$ cat config.mk
export PLATFORM = sky130hd
export DESIGN_NAME = cache_req_buffer
export DESIGN_NICKNAME = d
export VERILOG_FILES = /design/src/rtl/cache_req_buffer_pkg.sv /design/src/rtl/cache_req_fifo_mem.sv /design/src/rtl/cache_req_buffer.sv
export SDC_FILE = /design/constraint.sdc
export NUM_CORES = 1
export LEC_CHECK = 0
export BUFFER_PORTS_ARGS = -buffer_cell sky130_fd_sc_hd__clkbuf_2
export CAP_MARGIN = 20
export CORE_MARGIN = 3
export CORE_UTILIZATION = 50
export CTS_BUF_LIST = sky130_fd_sc_hd__clkbuf_4 sky130_fd_sc_hd__clkbuf_8 sky130_fd_sc_hd__clkbuf_16
export DETAILED_ROUTE_END_ITERATION = 16
export PLACE_DENSITY = 0.7
export SYNTH_ARGS = -nofsm -noshare
export SYNTH_HDL_FRONTEND = slang
export SYNTH_HIERARCHICAL = 1
export SYNTH_SLANG_ARGS = --single-unit
$ cat constraint.sdc
create_clock -name clk_i -period 8.7 [get_ports clk_i]
set_input_delay 0.435 -clock clk_i [delete_from_list [all_inputs] [get_ports clk_i]]
set_output_delay 0.435 -clock clk_i [all_outputs]
set_load 0.02 [all_outputs]
$ cat src/rtl/cache_req_buffer_pkg.sv
// Shared field layout for packed cache request entries.
// The struct order must track the LSB/MSB constants below.
package cache_req_buffer_pkg;

    localparam int unsigned REQ_ADDR_W  = 32;
    localparam int unsigned REQ_DATA_W  = 32;
    localparam int unsigned DATA_BYTES  = REQ_DATA_W / 8;
    localparam int unsigned WORD_LSB    = $clog2(DATA_BYTES);
    localparam int unsigned WORD_ADDR_W = REQ_ADDR_W - WORD_LSB;

    localparam int unsigned LOAD_LSB    = 0;
    localparam int unsigned MODE_LSB    = 1;
    localparam int unsigned STRB_LSB    = 2;
    localparam int unsigned STRB_MSB    = STRB_LSB + DATA_BYTES - 1;
    localparam int unsigned DATA_LSB    = STRB_MSB + 1;
    localparam int unsigned DATA_MSB    = DATA_LSB + REQ_DATA_W - 1;
    localparam int unsigned ADDR_LSB    = DATA_MSB + 1;
    localparam int unsigned ADDR_MSB    = ADDR_LSB + REQ_ADDR_W - 1;
    localparam int unsigned REQ_ENTRY_W = ADDR_MSB + 1;

    typedef struct packed {
        logic [REQ_ADDR_W-1:0] addr;
        logic [REQ_DATA_W-1:0] data;
        logic [DATA_BYTES-1:0] strb;
        logic                  mode;
        logic                  load;
    } cache_req_t;

    function automatic logic [WORD_ADDR_W-1:0] word_addr(input logic [REQ_ADDR_W-1:0] addr);
        return addr[REQ_ADDR_W-1:WORD_LSB];
    endfunction

endpackage

$ cat src/rtl/cache_req_fifo_mem.sv
// Entry storage with wrap-bit pointers and per-slot store-valid flags.
// Exposes every slot's word address so the top can do the hazard compare.
module cache_req_fifo_mem
    import cache_req_buffer_pkg::*;
#(
    parameter int unsigned DEPTH_BITS = 2
) (
    input  logic                                        clk_i,
    input  logic                                        rst_ni,
    input  logic                                        push_i,
    input  logic                                        pop_i,
    input  logic [REQ_ENTRY_W-1:0]                      wr_entry_i,
    output logic [REQ_ENTRY_W-1:0]                      rd_entry_o,
    output logic [(2**DEPTH_BITS)-1:0]                  store_vld_o,
    output logic [(2**DEPTH_BITS)-1:0][WORD_ADDR_W-1:0] slot_word_o,
    output logic [DEPTH_BITS:0]                         count_o,
    output logic                                        full_o,
    output logic                                        empty_o
);

    localparam int unsigned DEPTH = 2**DEPTH_BITS;

    cache_req_t            mem [DEPTH];
    cache_req_t            wr_entry;
    logic [DEPTH_BITS:0]   wr_ptr;
    logic [DEPTH_BITS:0]   rd_ptr;
    logic [DEPTH_BITS-1:0] wr_idx;
    logic [DEPTH_BITS-1:0] rd_idx;
    logic                  do_push;
    logic                  do_pop;

    assign wr_entry = cache_req_t'(wr_entry_i);
    assign wr_idx   = wr_ptr[DEPTH_BITS-1:0];
    assign rd_idx   = rd_ptr[DEPTH_BITS-1:0];

    assign empty_o  = (wr_ptr == rd_ptr);
    assign full_o   = (wr_idx == rd_idx) && (wr_ptr[DEPTH_BITS] != rd_ptr[DEPTH_BITS]);
    assign count_o  = wr_ptr - rd_ptr;

    assign do_push  = push_i & ~full_o;
    assign do_pop   = pop_i & ~empty_o;

    // Push and pop never target the same slot: that needs full or empty, both gated above.
    always_ff @(posedge clk_i or negedge rst_ni) begin
        if (!rst_ni) begin
            wr_ptr      <= '0;
            rd_ptr      <= '0;
            store_vld_o <= '0;
        end else begin
            if (do_pop) begin
                rd_ptr              <= rd_ptr + 1'b1;
                store_vld_o[rd_idx] <= 1'b0;
            end
            if (do_push) begin
                wr_ptr              <= wr_ptr + 1'b1;
                store_vld_o[wr_idx] <= ~wr_entry.load;
            end
        end
    end

    always_ff @(posedge clk_i) begin
        if (do_push) begin
            mem[wr_idx] <= wr_entry;
        end
    end

    assign rd_entry_o = mem[rd_idx];

    always_comb begin
        slot_word_o = '0;
        for (int unsigned i = 0; i < DEPTH; i++) begin
            slot_word_o[i] = word_addr(mem[i].addr);
        end
    end

endmodule

$ cat src/rtl/cache_req_buffer.sv
// In-order CPU request buffer feeding the cache controller.
// Loads hitting a buffered store's word are held off until that store drains.
module cache_req_buffer
    import cache_req_buffer_pkg::*;
#(
    parameter int unsigned DEPTH_BITS = 2,
    parameter int unsigned ADDR_W     = REQ_ADDR_W,
    parameter int unsigned DATA_W     = REQ_DATA_W,
    parameter int unsigned ENTRY_W    = DATA_W + ADDR_W + 1 + DATA_W/8 + 1
) (
    input  logic                  clk_i,
    input  logic                  rst_ni,
    input  logic                  req_valid_i,
    output logic                  req_ready_o,
    input  logic                  req_load_i,
    input  logic                  req_mode_i,
    input  logic [ADDR_W-1:0]     req_addr_i,
    input  logic [DATA_W-1:0]     req_data_i,
    input  logic [DATA_W/8-1:0]   req_strb_i,
    output logic                  out_valid_o,
    input  logic                  out_ready_i,
    output logic [ENTRY_W-1:0]    out_entry_o,
    output logic [DEPTH_BITS:0]   count_o,
    output logic                  full_o,
    output logic                  empty_o,
    output logic                  hazard_o
);

    localparam int unsigned DEPTH = 2**DEPTH_BITS;

    logic [REQ_ENTRY_W-1:0]               push_entry;
    logic [REQ_ENTRY_W-1:0]               head_entry;
    logic [DEPTH-1:0]                     store_vld;
    logic [DEPTH-1:0][WORD_ADDR_W-1:0]    slot_word;
    logic                                 store_hit;
    logic                                 push;
    logic                                 pop;

    // Loads carry no payload, so their strobe/data fields are zeroed.
    always_comb begin
        push_entry                    = '0;
        push_entry[LOAD_LSB]          = req_load_i;
        push_entry[MODE_LSB]          = req_mode_i;
        push_entry[ADDR_MSB:ADDR_LSB] = req_addr_i;
        if (!req_load_i) begin
            push_entry[STRB_MSB:STRB_LSB] = req_strb_i;
            push_entry[DATA_MSB:DATA_LSB] = req_data_i;
        end
    end

    // Includes a head that pops this very cycle; the load simply goes one cycle later.
    always_comb begin
        store_hit = 1'b0;
        for (int unsigned i = 0; i < DEPTH; i++) begin
            if (store_vld[i] && (slot_word[i] == word_addr(req_addr_i))) begin
                store_hit = 1'b1;
            end
        end
    end

    assign hazard_o    = req_valid_i & req_load_i & store_hit;
    assign req_ready_o = ~full_o & ~hazard_o;
    assign out_valid_o = ~empty_o;
    assign push        = req_valid_i & req_ready_o;
    assign pop         = out_valid_o & out_ready_i;
    assign out_entry_o = head_entry;

    cache_req_fifo_mem #(
        .DEPTH_BITS (DEPTH_BITS)
    ) u_fifo_mem (
        .clk_i       (clk_i),
        .rst_ni      (rst_ni),
        .push_i      (push),
        .pop_i       (pop),
        .wr_entry_i  (push_entry),
        .rd_entry_o  (head_entry),
        .store_vld_o (store_vld),
        .slot_word_o (slot_word),
        .count_o     (count_o),
        .full_o      (full_o),
        .empty_o     (empty_o)
    );

endmodule

== Yosys cells after proc, flatten, opt, wreduce, memory -nomap -nowiden ==
Memories as Yosys holds them, arrays and structs flattened.
Index checks and enable logic that the tools add are counted.
Storage, ports and cells
  flip-flop bits (word level): 10
  bits in writable memories: 280
  input bits: 74
  word-level logic and storage cells: 52
  memories kept: 1
Memory list
  u_fifo_mem.mem: depth 4, width 70, read ports 5, clocked after Yosys merged registers in 0, wr ports 1, RTL line cache_req_fifo_mem.sv:23  | cache_req_t mem [DEPTH];
Cells by class
  add/sub/neg operators: 3
  $lt $le $gt $ge: 4
  equality and inequality tests: 7
  muxes and demuxes: 14
  bitwise logic cells: 13
  reduce and logical (&&, ||, !) cells: 7
Operator list (count)
  == test 30 bit: 4
  2-to-1 mux 36 bit: 1
  2-to-1 mux 1 bit: 8
  2-to-1 mux 4 bit: 2
  bitwise AND 1 bit: 7
  logical AND 1 bit: 7
  adder 3 x 1 -> 3 bit (second input constant): 2
  < comparator 2 x 3 -> 1 bit (second input constant): 2
  bitwise AND 4 bit: 1
  bitwise mux 4 bit: 1
  demux 1 bit (select 2 bit): 2
  >= comparator 2 x 1 -> 1 bit (second input constant): 2
  NOT 1 bit: 4
  NOT 4 bit: 1
  == test 3 bit: 1
  subtractor 3 bit: 1
  == test 2 bit: 1
  inequality test 1 bit: 1

== Logic depth before layout (Yosys ltp) ==
  word-level depth: 13
  mapped depth: 10

== Cells and area by module ==
The synthesis kept the hierarchy.
Modules (own cells, without submodules)
  cache_req_fifo_mem: times used 1, cells an instance 554, area an instance 11667.4 um^2
  cache_req_buffer: times used 1, cells an instance 210, area an instance 1629.1 um^2

== Worst setup path after synthesis ==
No wires, ideal clock.
  path kind: reg-to-reg
  from: register u_fifo_mem.rd_ptr[1]
  to: memory u_fifo_mem/mem[3][0] in the netlist's numbering (enable)
  library setup time: 0.424 ns
  data arrival time: 3.744 ns
  path slack: 4.532 ns
  stages on the path, launching flop included: 11
  buffers on the path: 2
  clock period less this slack: 4.168 ns
  cells stage by stage: dfrtp_1 -> buf_2 -> buf_1 -> inv_1 -> ha_1 -> nand2_1 -> nor2_1 -> nor3b_1 -> nand2_1 -> a21o_2 -> inv_1
Between the ends
  word-level cells in the longest chain between the ends: 8
Ends and longest elaborated chain
  start: declaration: RTL line cache_req_fifo_mem.sv:26  | logic [DEPTH_BITS:0] rd_ptr;
  start signal: assignment: RTL line cache_req_fifo_mem.sv:51  | rd_ptr <= rd_ptr + 1'b1;
  == test 2 bit: RTL line cache_req_fifo_mem.sv:37  | assign full_o = (wr_idx == rd_idx) && (wr_ptr[DEPTH_BITS] != rd_ptr[DEPTH_BITS]);
  logical AND 1 bit: RTL line cache_req_fifo_mem.sv:37
  via full_o: RTL line cache_req_buffer.sv:24  | output logic full_o,
  NOT 1 bit: RTL line cache_req_buffer.sv:62  | assign req_ready_o = ~full_o & ~hazard_o;
  bitwise AND 1 bit: RTL line cache_req_buffer.sv:62
  bitwise AND 1 bit: RTL line cache_req_buffer.sv:64  | assign push = req_valid_i & req_ready_o;
  via push: RTL line cache_req_buffer.sv:36  | logic push;
  bitwise AND 1 bit: RTL line cache_req_fifo_mem.sv:40  | assign do_push = push_i & ~full_o;
  2-to-1 mux 1 bit: RTL line cache_req_fifo_mem.sv:62  | if (do_push) begin
  2-to-1 mux 1 bit (implied by the code): RTL line cache_req_fifo_mem.sv:63  | mem[wr_idx] <= wr_entry;
  end: declaration: RTL line cache_req_fifo_mem.sv:23
The timed path passes the listed nets, and every way through them passes these cells.

== Worst setup path in the final report ==
  from: register u_fifo_mem.rd_ptr[0]
  to: memory u_fifo_mem/mem[0][64] in the netlist's numbering (enable)
Between the ends
  word-level cells in the longest chain between the ends: 8
Ends and longest elaborated chain (RTL line)
  == test 2 bit: cache_req_fifo_mem.sv:37
  logical AND 1 bit: cache_req_fifo_mem.sv:37
  NOT 1 bit: cache_req_buffer.sv:62
  bitwise AND 1 bit: cache_req_buffer.sv:62
  bitwise AND 1 bit: cache_req_buffer.sv:64
  via push: cache_req_buffer.sv:36
  bitwise AND 1 bit: cache_req_fifo_mem.sv:40
  2-to-1 mux 1 bit: cache_req_fifo_mem.sv:62
  2-to-1 mux 1 bit (implied by the code): cache_req_fifo_mem.sv:63
The timed path passes the listed nets, and every way through them passes these cells.

==> impl_metrics.toml <==
[sta]
tightest_slew_ns = 1.14
fin_crit_ns = 3.86
rsz0062_at_grt = "false"
drv_slew = 0
slew_headroom_pct = 23.7
final_hold_viol_count = 0
setup-violations-final = 0
fmax_mhz = 259
fin_tns_setup_ns = 0
finalCritPeriodShare_pct = 44.3
worst_clock_skew_ns = 0.00958

[synthesis]
synth_ff_type = "edfxtp_1"
yosysSeqAreaShare_pct = 65.1
ys_ff_latch = 290
async_flop_share_pct = 3.45
ys_types = 32
syn_area_per_cell_um2 = 17.4
synth-edff-count = 280
synth_area_leaders = "edfxtp_1 (63%), mux4_2 (12%), buf_4 (6.8%), xnor2_1 (5.3%), xor2_1 (2.9%)"
ys_warn_count = 6
syn_area_um2 = 13300
syn_inst = 764
yosysMostFrequentCell = "edfxtp_1"
synth_nets = 849
synth_top_area_cell = "edfxtp_1"
synth_common_cells = "edfxtp_1 (280), buf_4 (120), xnor2_1 (81)"
yosysTopAreaCellShare_pct = 63.2

[setup_path]
crit_path_start_kind = "register"
required_ns = 8.86
crit_type = "reg -> reg"
worstSetupEndpointType = "register"
cp_max_fo = 60
crit_family = "simple AND/OR/NAND/NOR gates"
crit_chain = "ha_1 -> nand2_1 -> nor2_1 -> nor3b_1 -> nand2_1 -> a21o_2 -> clkinv_2 -> buf_4"
max_stage_delay_ns = 0.89
arrival_ns = 4.01
cp_slowest_cell = "dfrtp_4"
crit_buf_inv = 2
critPathMostFrequentCell = "nand2_1"

[global_routing]
antenna_found_initial = 3
grt_pass1_wl_mm = 40.7
grtUsageTotal_pct = 18.9
grt_max_degree = 74
grt-ovfl-total = 0
first_global_vias = 6611

[clocking]
path_clk_slew_ns = 0.06
cts_buffers = 30
cts-root-buf = "clkbuf_16"
clkSinkCount = 290
hold_buffers = 1
post_cts_resized = 0
cts_max_path_buffers = 3
cts-htree-levels = 1
clk_latency_ns = 0.54
post_cts_buffers = 0
cts_tree = "built"

[power]
sw_frac_of_total_pct = 35.0
switching_power_uw = 1840
power_frac_comb_pct = 35.7
powerDensity_nw_per_um2 = 363
p_seq_share_pct = 40.5
p_leak_uw = 0.00497
vdd_ir_drop_max_mv = 0.310
p_clk_share_pct = 23.8
internal_power_uw = 3410

[status]
status = "complete, no violations"

[floorplanning]
rows = 59
die_w_um = 169
start_util_pct = 50.9
die_h_um = 169
dieArea_um2 = 28600
pin_count = 152
coreArea_um2 = 26100

[job]
cap_violations = 0

[detailed_routing]
drcViolationCount = 0
routed_wl_mm = 27.1
vias = 6447
wl_per_cell_um = 23.3
viasPerCell = 5.52
drt_iter0_drc = 529
drt.antenna.violating_nets = 0
dr.pass1.iters = 5

[place]
io_buffer_count = 151
dp_hpwl_mm = 17.8
routabilityCongestion = 0.791
dp.cells = 1110

[finish]
final_cells = 1167
finish.net_count = 893
ff_latch_area_um2 = 8670
syn_to_final_growth_pct = 8.94
multi_input_area_um2 = 3560
drive_above_1_share_pct = 34.7
fill_cells = 2067

[hold_path]
hold_path.class = "in -> reg"
power by group through the flow:
stage	clock network, µW	registers (µW)	logic [µW]
2_1_floorplan	0	2050	1490
3_3_place_gp	0	2140	1900
3_5_place_dp	0	2160	1900
4_1_cts	1280	2130	1910
5_1_grt	1340	2160	2000
6_report	1250	2130	1880
area by class of cell:
class | count | area share [%]
antenna | 1 | 0.0173
clock buffer | 37 | 5.67
clock inverter | 18 | 1.13
inverter | 11 | 0.320
multi-input combinational | 317 | 24.5
sequential | 290 | 59.8
tap | 335 | 2.89
timing repair buffer | 158 | 5.60
path summary, 6_finish.rpt:
kind / slack [ns] / startpoint / cells after the start / endpoint
max: 4.84 / u_fifo_mem/rd_ptr[0] / 8 / u_fifo_mem/mem[0][64]
min: 0.12 / req_mode_i / 1 / u_fifo_mem/mem[3][1]
max reg2reg: 4.84 / u_fifo_mem/rd_ptr[0] / 8 / u_fifo_mem/mem[0][64]
min reg2reg: 0.56 / u_fifo_mem/store_vld_o[2] / 1 / u_fifo_mem/store_vld_o[2]
max in group asynchronous: 8.10 / rst_ni / 2 / u_fifo_mem/rd_ptr[0]
min in group asynchronous: 0.32 / rst_ni / 2 / u_fifo_mem/store_vld_o[1]
registers in the layout, indices dropped and copies added, names as in the netlist:
signal                  flops
u_fifo_mem/mem            280
u_fifo_mem/store_vld_o      4
u_fifo_mem/rd_ptr           3
u_fifo_mem/wr_ptr           3
routing by layer:
layer / GRT usage, % / wire, µm / up-vias
met1: 27.3 / 11600 / 3284
li1: - / - / 2883
met4: 3.56 / 496 / 4
met5: 0 / 34 / -
met3: 3.20 / 1730 / 38
met2: 31.1 / 13200 / 238
worst register-to-register path: stages (launching register included):
cell and delay (ns):
dfrtp_4 0.89, ha_1 0.39, nand2_1 0.23, nor2_1 0.11
nor3b_1 0.45, nand2_1 0.16, a21o_2 0.24, clkinv_2 0.18
buf_4 0.78
cells by family (layout without fill, tap and decap cells):
logic type	after synthesis	count (layout)	synth area share [%]
adders and majority gates	11	11	1.09
DFF	290	290	65.1
and+or+nand+nor	88	88	3.98
other	0	1	0
buffers and inverters	157	224	8.14
xor gates and xnor gates	127	127	8.48
AOI/OAI and AO/OA	19	19	1.17
muxes	72	72	12.0
metrics by stage:
stage | worst slack (ns) | total power (µW) | hold slack [ns] | utilization (%) | area, µm²
floorplan | 4.53 | 3550 | 0.139 | - | 13300
global placement | 4.86 | 4040 | 0.345 | 51.6 | 13500
detailed placement | 4.81 | 4060 | 0.348 | 51.6 | 13500
CTS | 4.78 | 5320 | 0.0911 | 55.4 | 14500
global route | 4.50 | 5500 | 0.101 | 55.4 | 14500
finish | 4.84 | 5260 | 0.120 | 55.4 | 14500
cell usage in the layout, fill, tap and decap left out, drive strengths merged, types with 3 or more instances in the layout:
master / count
edfxtp: 280
clkbuf: 188
xnor2: 82
mux4: 70
xor2: 45
nor2b: 37
nand4: 24
clkinv: 17
nor4: 16
ha: 10
dfrtp: 10
inv: 7
nand2: 6
buf: 6
o211ai: 4
a211oi: 4
a31o: 4
a21o: 4
nor2: 3
bufinv: 3
(Power assumes the default switching activity.)
